`src/rtl/mem_bus_arbiter_pkg.sv`:
```
// Shared types and constants for the instruction/data memory bus arbiter.
// Encodings for reset, chip enable, write enable, bus widths and FSM states live here.
package mem_bus_arbiter_pkg;

    localparam int ADDR_W = 32;
    localparam int DATA_W = 32;
    localparam int SEL_W  = 4;

    localparam logic RST_ENABLE    = 1'b1;
    localparam logic CHIP_ENABLE   = 1'b1;
    localparam logic CHIP_DISABLE  = 1'b0;
    localparam logic WRITE_ENABLE  = 1'b1;
    localparam logic WRITE_DISABLE = 1'b0;

    localparam logic [SEL_W-1:0] SEL_FETCH = 4'hF;

    typedef enum logic [1:0] {
        ST_IDLE = 2'd0,
        ST_BUSY = 2'd1,
        ST_DONE = 2'd2
    } arb_state_t;

    typedef enum logic {
        GNT_FETCH = 1'b0,
        GNT_DATA  = 1'b1
    } grant_t;

    typedef struct packed {
        logic              we;
        logic [SEL_W-1:0]  sel;
        logic [ADDR_W-1:0] addr;
        logic [DATA_W-1:0] wdata;
    } xfer_t;

    // Data normally wins; a pending fetch that has been passed over too often wins instead.
    function automatic grant_t pick_master(input logic i_req, input logic d_req,
                                           input logic starved);
        return (i_req && (!d_req || starved)) ? GNT_FETCH : GNT_DATA;
    endfunction

endpackage

```
`src/rtl/mem_bus_arbiter_bus_timer.sv`:
```
// Transfer watchdog: reloads while not busy, then counts busy cycles down to zero.
// expired is high during the TIMEOUT-th enabled cycle after a reload.
module bus_timer
    import mem_bus_arbiter_pkg::*;
#(
    parameter int TIMEOUT = 16
) (
    input  logic clk,
    input  logic rst,
    input  logic clear,
    input  logic enable,
    output logic expired
);

    localparam int CW = (TIMEOUT > 1) ? $clog2(TIMEOUT) : 1;
    localparam logic [CW-1:0] LOAD = CW'(TIMEOUT - 1);

    logic [CW-1:0] cnt;

    always_ff @(posedge clk) begin
        if (rst == RST_ENABLE) begin
            cnt <= '0;
        end else if (clear) begin
            cnt <= LOAD;
        end else if (enable && (cnt != '0)) begin
            cnt <= cnt - 1'b1;
        end
    end

    assign expired = enable && (cnt == '0);

endmodule

```
`src/rtl/mem_bus_arbiter.sv`:
```
// Two-master (fetch, load/store) arbiter onto a single-ported memory bus with
// starvation protection for fetches and a per-transfer watchdog.
//
// state | meaning
// IDLE  | bus free; arbitrate and latch the winning request
// BUSY  | mem_ce high with latched request; wait for mem_ack or timeout
// DONE  | ack/err pulse to the granted master; bus returns to IDLE
module mem_bus_arbiter
    import mem_bus_arbiter_pkg::*;
#(
    parameter int TIMEOUT    = 16,
    parameter int STARVE_MAX = 4
) (
    input  logic              clk,
    input  logic              rst,

    input  logic              i_req,
    input  logic [ADDR_W-1:0] i_addr,
    output logic [DATA_W-1:0] i_rdata,
    output logic              i_ack,
    output logic              i_err,

    input  logic              d_req,
    input  logic              d_we,
    input  logic [SEL_W-1:0]  d_sel,
    input  logic [ADDR_W-1:0] d_addr,
    input  logic [DATA_W-1:0] d_wdata,
    output logic [DATA_W-1:0] d_rdata,
    output logic              d_ack,
    output logic              d_err,

    output logic              mem_ce,
    output logic              mem_we,
    output logic [SEL_W-1:0]  mem_sel,
    output logic [ADDR_W-1:0] mem_addr,
    output logic [DATA_W-1:0] mem_wdata,
    input  logic [DATA_W-1:0] mem_rdata,
    input  logic              mem_ack
);

    localparam int SW = $clog2(STARVE_MAX + 1);
    localparam logic [SW-1:0] STARVE_LIM = SW'(STARVE_MAX);

    arb_state_t    state;
    grant_t        grant;
    grant_t        next_grant;
    logic [SW-1:0] starve_cnt;
    logic          starved;
    logic          timer_clear;
    logic          timer_en;
    logic          timed_out;
    xfer_t         new_xfer;

    assign starved    = (starve_cnt == STARVE_LIM);
    assign next_grant = pick_master(i_req, d_req, starved);

    always_comb begin
        new_xfer = '0;
        if (next_grant == GNT_FETCH) begin
            new_xfer.we   = WRITE_DISABLE;
            new_xfer.sel  = SEL_FETCH;
            new_xfer.addr = i_addr;
        end else begin
            new_xfer.we    = d_we;
            new_xfer.sel   = d_sel;
            new_xfer.addr  = d_addr;
            new_xfer.wdata = d_wdata;
        end
    end

    assign timer_en    = (state == ST_BUSY);
    assign timer_clear = !timer_en;

    bus_timer #(
        .TIMEOUT (TIMEOUT)
    ) u_bus_timer (
        .clk     (clk),
        .rst     (rst),
        .clear   (timer_clear),
        .enable  (timer_en),
        .expired (timed_out)
    );

    always_ff @(posedge clk) begin
        if (rst == RST_ENABLE) begin
            state      <= ST_IDLE;
            grant      <= GNT_FETCH;
            starve_cnt <= '0;
            i_rdata    <= '0;
            i_ack      <= 1'b0;
            i_err      <= 1'b0;
            d_rdata    <= '0;
            d_ack      <= 1'b0;
            d_err      <= 1'b0;
            mem_ce     <= CHIP_DISABLE;
            mem_we     <= WRITE_DISABLE;
            mem_sel    <= '0;
            mem_addr   <= '0;
            mem_wdata  <= '0;
        end else begin
            i_ack <= 1'b0;
            i_err <= 1'b0;
            d_ack <= 1'b0;
            d_err <= 1'b0;

            case (state)
                ST_IDLE: begin
                    mem_ce <= CHIP_DISABLE;
                    mem_we <= WRITE_DISABLE;
                    if (i_req || d_req) begin
                        state     <= ST_BUSY;
                        grant     <= next_grant;
                        mem_ce    <= CHIP_ENABLE;
                        mem_we    <= new_xfer.we;
                        mem_sel   <= new_xfer.sel;
                        mem_addr  <= new_xfer.addr;
                        mem_wdata <= new_xfer.wdata;
                        if ((next_grant == GNT_FETCH) || !i_req) begin
                            starve_cnt <= '0;
                        end else if (!starved) begin
                            starve_cnt <= starve_cnt + 1'b1;
                        end
                    end
                end

                // mem_ack beats a timeout landing on the same cycle.
                ST_BUSY: begin
                    if (mem_ack || timed_out) begin
                        state  <= ST_DONE;
                        mem_ce <= CHIP_DISABLE;
                        mem_we <= WRITE_DISABLE;
                        if (grant == GNT_FETCH) begin
                            i_ack   <= mem_ack;
                            i_err   <= !mem_ack;
                            i_rdata <= mem_ack ? mem_rdata : '0;
                        end else begin
                            d_ack   <= mem_ack;
                            d_err   <= !mem_ack;
                            d_rdata <= (mem_ack && (mem_we != WRITE_ENABLE)) ? mem_rdata : '0;
                        end
                    end
                end

                ST_DONE: begin
                    state   <= ST_IDLE;
                    i_rdata <= '0;
                    d_rdata <= '0;
                end

                default: begin
                    state  <= ST_IDLE;
                    mem_ce <= CHIP_DISABLE;
                    mem_we <= WRITE_DISABLE;
                end
            endcase
        end
    end

endmodule
```
`config.mk`:
```
export PLATFORM = sky130hd
export DESIGN_NAME = mem_bus_arbiter
export DESIGN_NICKNAME = d
export VERILOG_FILES = /design/src/rtl/mem_bus_arbiter_pkg.sv /design/src/rtl/mem_bus_arbiter_bus_timer.sv /design/src/rtl/mem_bus_arbiter.sv
export SDC_FILE = /design/constraint.sdc
export NUM_CORES = 1
export LEC_CHECK = 0
export CAP_MARGIN = 40
export CORE_UTILIZATION = 44
export DETAILED_ROUTE_END_ITERATION = 16
export PLACE_DENSITY_LB_ADDON = 0.15
export SYNTH_ARGS = -nofsm -noshare
export SYNTH_HDL_FRONTEND = slang
export SYNTH_SLANG_ARGS = --single-unit
```
`constraint.sdc`:
```
create_clock -name clk -period 3.14 [get_ports clk]
set_input_delay 0.471 -clock clk [delete_from_list [all_inputs] [get_ports clk]]
set_output_delay 0.471 -clock clk [all_outputs]
set_load 0.01 [all_outputs]
```
==> impl_metrics.toml <==
[status]
status = "completed"

[timing]
slew_viol_final = 0
worst_slew_pin_slew_ns = 0.817
clock_skew_ns = 0.00667
hold_viol = 0
post-route-period-util_pct = 68.1
post-route-min-period_ns = 2.14
setup_violations = 0
rsz0062_at_grt = "false"
fmax_mhz = 468
maxSlewHeadroom_pct = 45.5
fin_tns_setup_ns = 0

[setup_path]
regToRegEndpoint = "i_rdata[2]$_SDFFE_PP0P_"
worst_ep_arrival_time_ns = 2.47
critPathRequiredTime_ns = 3.48
r2r-start = "state[1]$_SDFFE_PP0P_"
worst_setup_path_end_kind = "register"
critPathMaxFanout = 20
r2r_setup_slack_ns = 1.00
critPathLaunch = "state[1]$_SDFFE_PP0P_"
path_class = "register to register"
start_kind = "register"
r2r_cells = 6

[power_and_ir_drop]
ir_drop_v = 0.000350
p_comb_share_pct = 25.4
p_clk_share_pct = 36.3
p_int_mw = 4.23
power_density_nw_per_um2 = 613
switchingPower_mw = 1.55
total_power_mw = 5.78
power.share.sequential_pct = 38.3
p_leak_nw = 3.76
p_sw_share_pct = 26.8

[routing]
first_pass_iters = 6
vias_per_cell = 5.21
drcViolationCount = 0
drt_iter0_drc = 301
ant_nets = 0
routed_wl_mm = 17.2
route.vias.total = 5624
wl_per_cell_um = 16.0

[min_path]
hp-class = "register to register"
hold_end = "d_rdata[14]$_SDFFE_PP0P_"
min_path_cells = 2
min-delay-start = "d_rdata[14]$_SDFFE_PP0P_"

[floorplan]
dieArea_um2 = 13900
dieHeight_um = 118
chipWidth_um = 118
coreArea_um2 = 13200
ios = 276
start_util_pct = 44.9
rows = 42

[grt]
overflow = 0
track_usage_pct = 25.1
grt_pass1_wl_mm = 27.7
grt_max_degree = 85
grt_pass1_vias = 5585
antenna_found_initial = 0

[place]
port_buffers = 275
place_hpwl_mm = 12.0
placedCellCount = 1047
place_area_um2 = 8800
globalplace.congestion = 0.794

[synthesis]
synth.distinct_cells = 44
synth_top_area_share_pct = 50.1
syn_inst = 636
seq_area_frac_synth_pct = 50.1
async_flop_share_pct = 0
synth_warnings = 0
yosys.area.top_type = "dfxtp_1"
yosys-top-cells-area = "dfxtp_1 50%, mux2i_1 12%, nand2_1 8.6%"
ys_seq_elements = 148
ys.flop_type = "dfxtp_1"
syn-cell-area_um2 = 5920
syn_nets = 781
syn_area_per_cell_um2 = 9.30
synth_edf_count = 0

[job]
max_cap_viol_count = 0

[clock_network]
cts_tree = "built"
clock_latency_ns = 0.42
clockBufferDepth = 2
cts.clk_slew.worst_paths_ns = 0.06
ctsHoldBuffers = 0
post_cts_buffers = 0
cts_max_level = 4
cts_buffers = 17
ctsResizeCount = 0
root_buffer = "clkbuf_16"
clock-sinks = 148

[layout]
final_cells = 1079
drive_gt1_share_pct = 6.20
areaGrowthSynthToFinish_pct = 59.3
layout.nets = 1035
final_cell_area_um2 = 9420
num_antenna_cells = 0
[cells by family after synthesis]
kind of cell | synth area share, %
flip-flops | 50.1
adder cells (fa/ha/maj) | 1.48
AND/OR/NAND/NOR | 14.3
multiplexers | 11.7
XOR/XNOR | 0.592
AO/OA/AOI/OAI | 16.7
buffers and inverters | 5.14
[registers in the layout, indices dropped and copies added (netlist names), 2 cells and up]
register	count
mem_wdata	32
state	2
i_rdata	32
u_bus_timer.cnt	4
d_rdata	32
starve_cnt	3
mem_addr	32
mem_sel	4
[routing by layer]
metal | track usage [%] | up-vias | wire length [um]
met2 | 44.0 | 220 | 8640
met1 | 27.8 | 2637 | 7000
met3 | 7.51 | 33 | 1160
met4 | 11.1 | 0 | 414
met5 | 0 | - | 0
li1 | - | 2734 | -
[power groups by stage]
stage	clock network [mW]	registers (mW)	logic, mW
after global placement	0	2.24	1.42
after detailed placement	0	2.25	1.47
after global routing	2.22	2.24	1.57
after floorplan	0	2.33	0.675
final	2.10	2.21	1.47
after CTS	2.14	2.21	1.48
[layout by cell type, fill, tap and decap left out, types with 3 or more instances in the layout]
master	synthesis	layout
clkbuf_8	0	5
nand2_1	136	136
bufinv_16	0	3
dfxtp_1	148	148
nor3_1	4	4
a31oi_1	32	32
clkinv_2	0	3
buf_4	1	8
o21ai_0	42	42
ha_1	7	7
clkbuf_16	0	17
nand2b_1	3	3
nor2_1	8	8
nand3_1	32	32
mux2i_1	68	68
o21ai_1	27	27
clkdlybuf4s50_1	0	275
inv_1	7	7
a21oi_1	9	9
a22o_1	32	32
[how the worst max path moves through the flow]
stage | slack [ns] | to | cells past startpoint
final | 1.00 | i_rdata[2]$_SDFFE_PP0P_ | 6
after global routing | 0.86 | i_rdata[22]$_SDFFE_PP0P_ | 6
after CTS | 0.99 | i_rdata[2]$_SDFFE_PP0P_ | 6
after detailed placement | 0.72 | i_rdata[7]$_SDFFE_PP0P_ | 5
after global placement | 0.64 | mem_wdata[5]$_SDFFE_PP0P_ | 4
after floorplan | 1.61 | i_rdata[0]$_SDFFE_PP0P_ | 7
[final cells by class]
cell class	instances	area (um^2)
Inverter	8	30.0
Timing Repair Buffer	288	2900
Fill cell	985	3770
Sequential cell	148	2960
Multi-Input combinational cell	427	2690
Tap cell	176	220
Clock inverter	8	121
Clock buffer	24	502
[worst max-delay path: stages (launching register included)]
cell and delay (ns):
dfxtp_1 0.33, inv_1 0.09, ha_1 0.34, nand2b_1 0.26, o2bb2ai_4 0.55, buf_12 0.27, mux2i_1 0.22
[through the flow]
stage / setup slack, ns / hold WS [ns] / util, %
6_report: 1.00 / 0.459 / 71.4
5_1_grt: 0.860 / 0.478 / 71.4
4_1_cts: 0.989 / 0.461 / 71.4
3_5_place_dp: 0.717 / 0.452 / 66.7
3_3_place_gp: 0.645 / 0.443 / 66.3
2_1_floorplan: 1.61 / 0.440 / -
[synthesized netlist by cell type, types with 2 or more instances]
library cell / n
nor4_1: 2
buf_6: 6
nor3_1: 4
buf_2: 21
inv_1: 7
o21ai_0: 42
ha_1: 7
o21ai_1: 27
nand2_1: 136
xor2_1: 2
nand2b_1: 3
nand3_1: 32
buf_1: 2
a21oi_1: 9
a31oi_1: 32
xnor2_1: 2
mux2i_1: 68
dfxtp_1: 148
nor2_1: 8
a22o_1: 32
clkbuf_1: 23
Power figures use the tool's default switching activity.
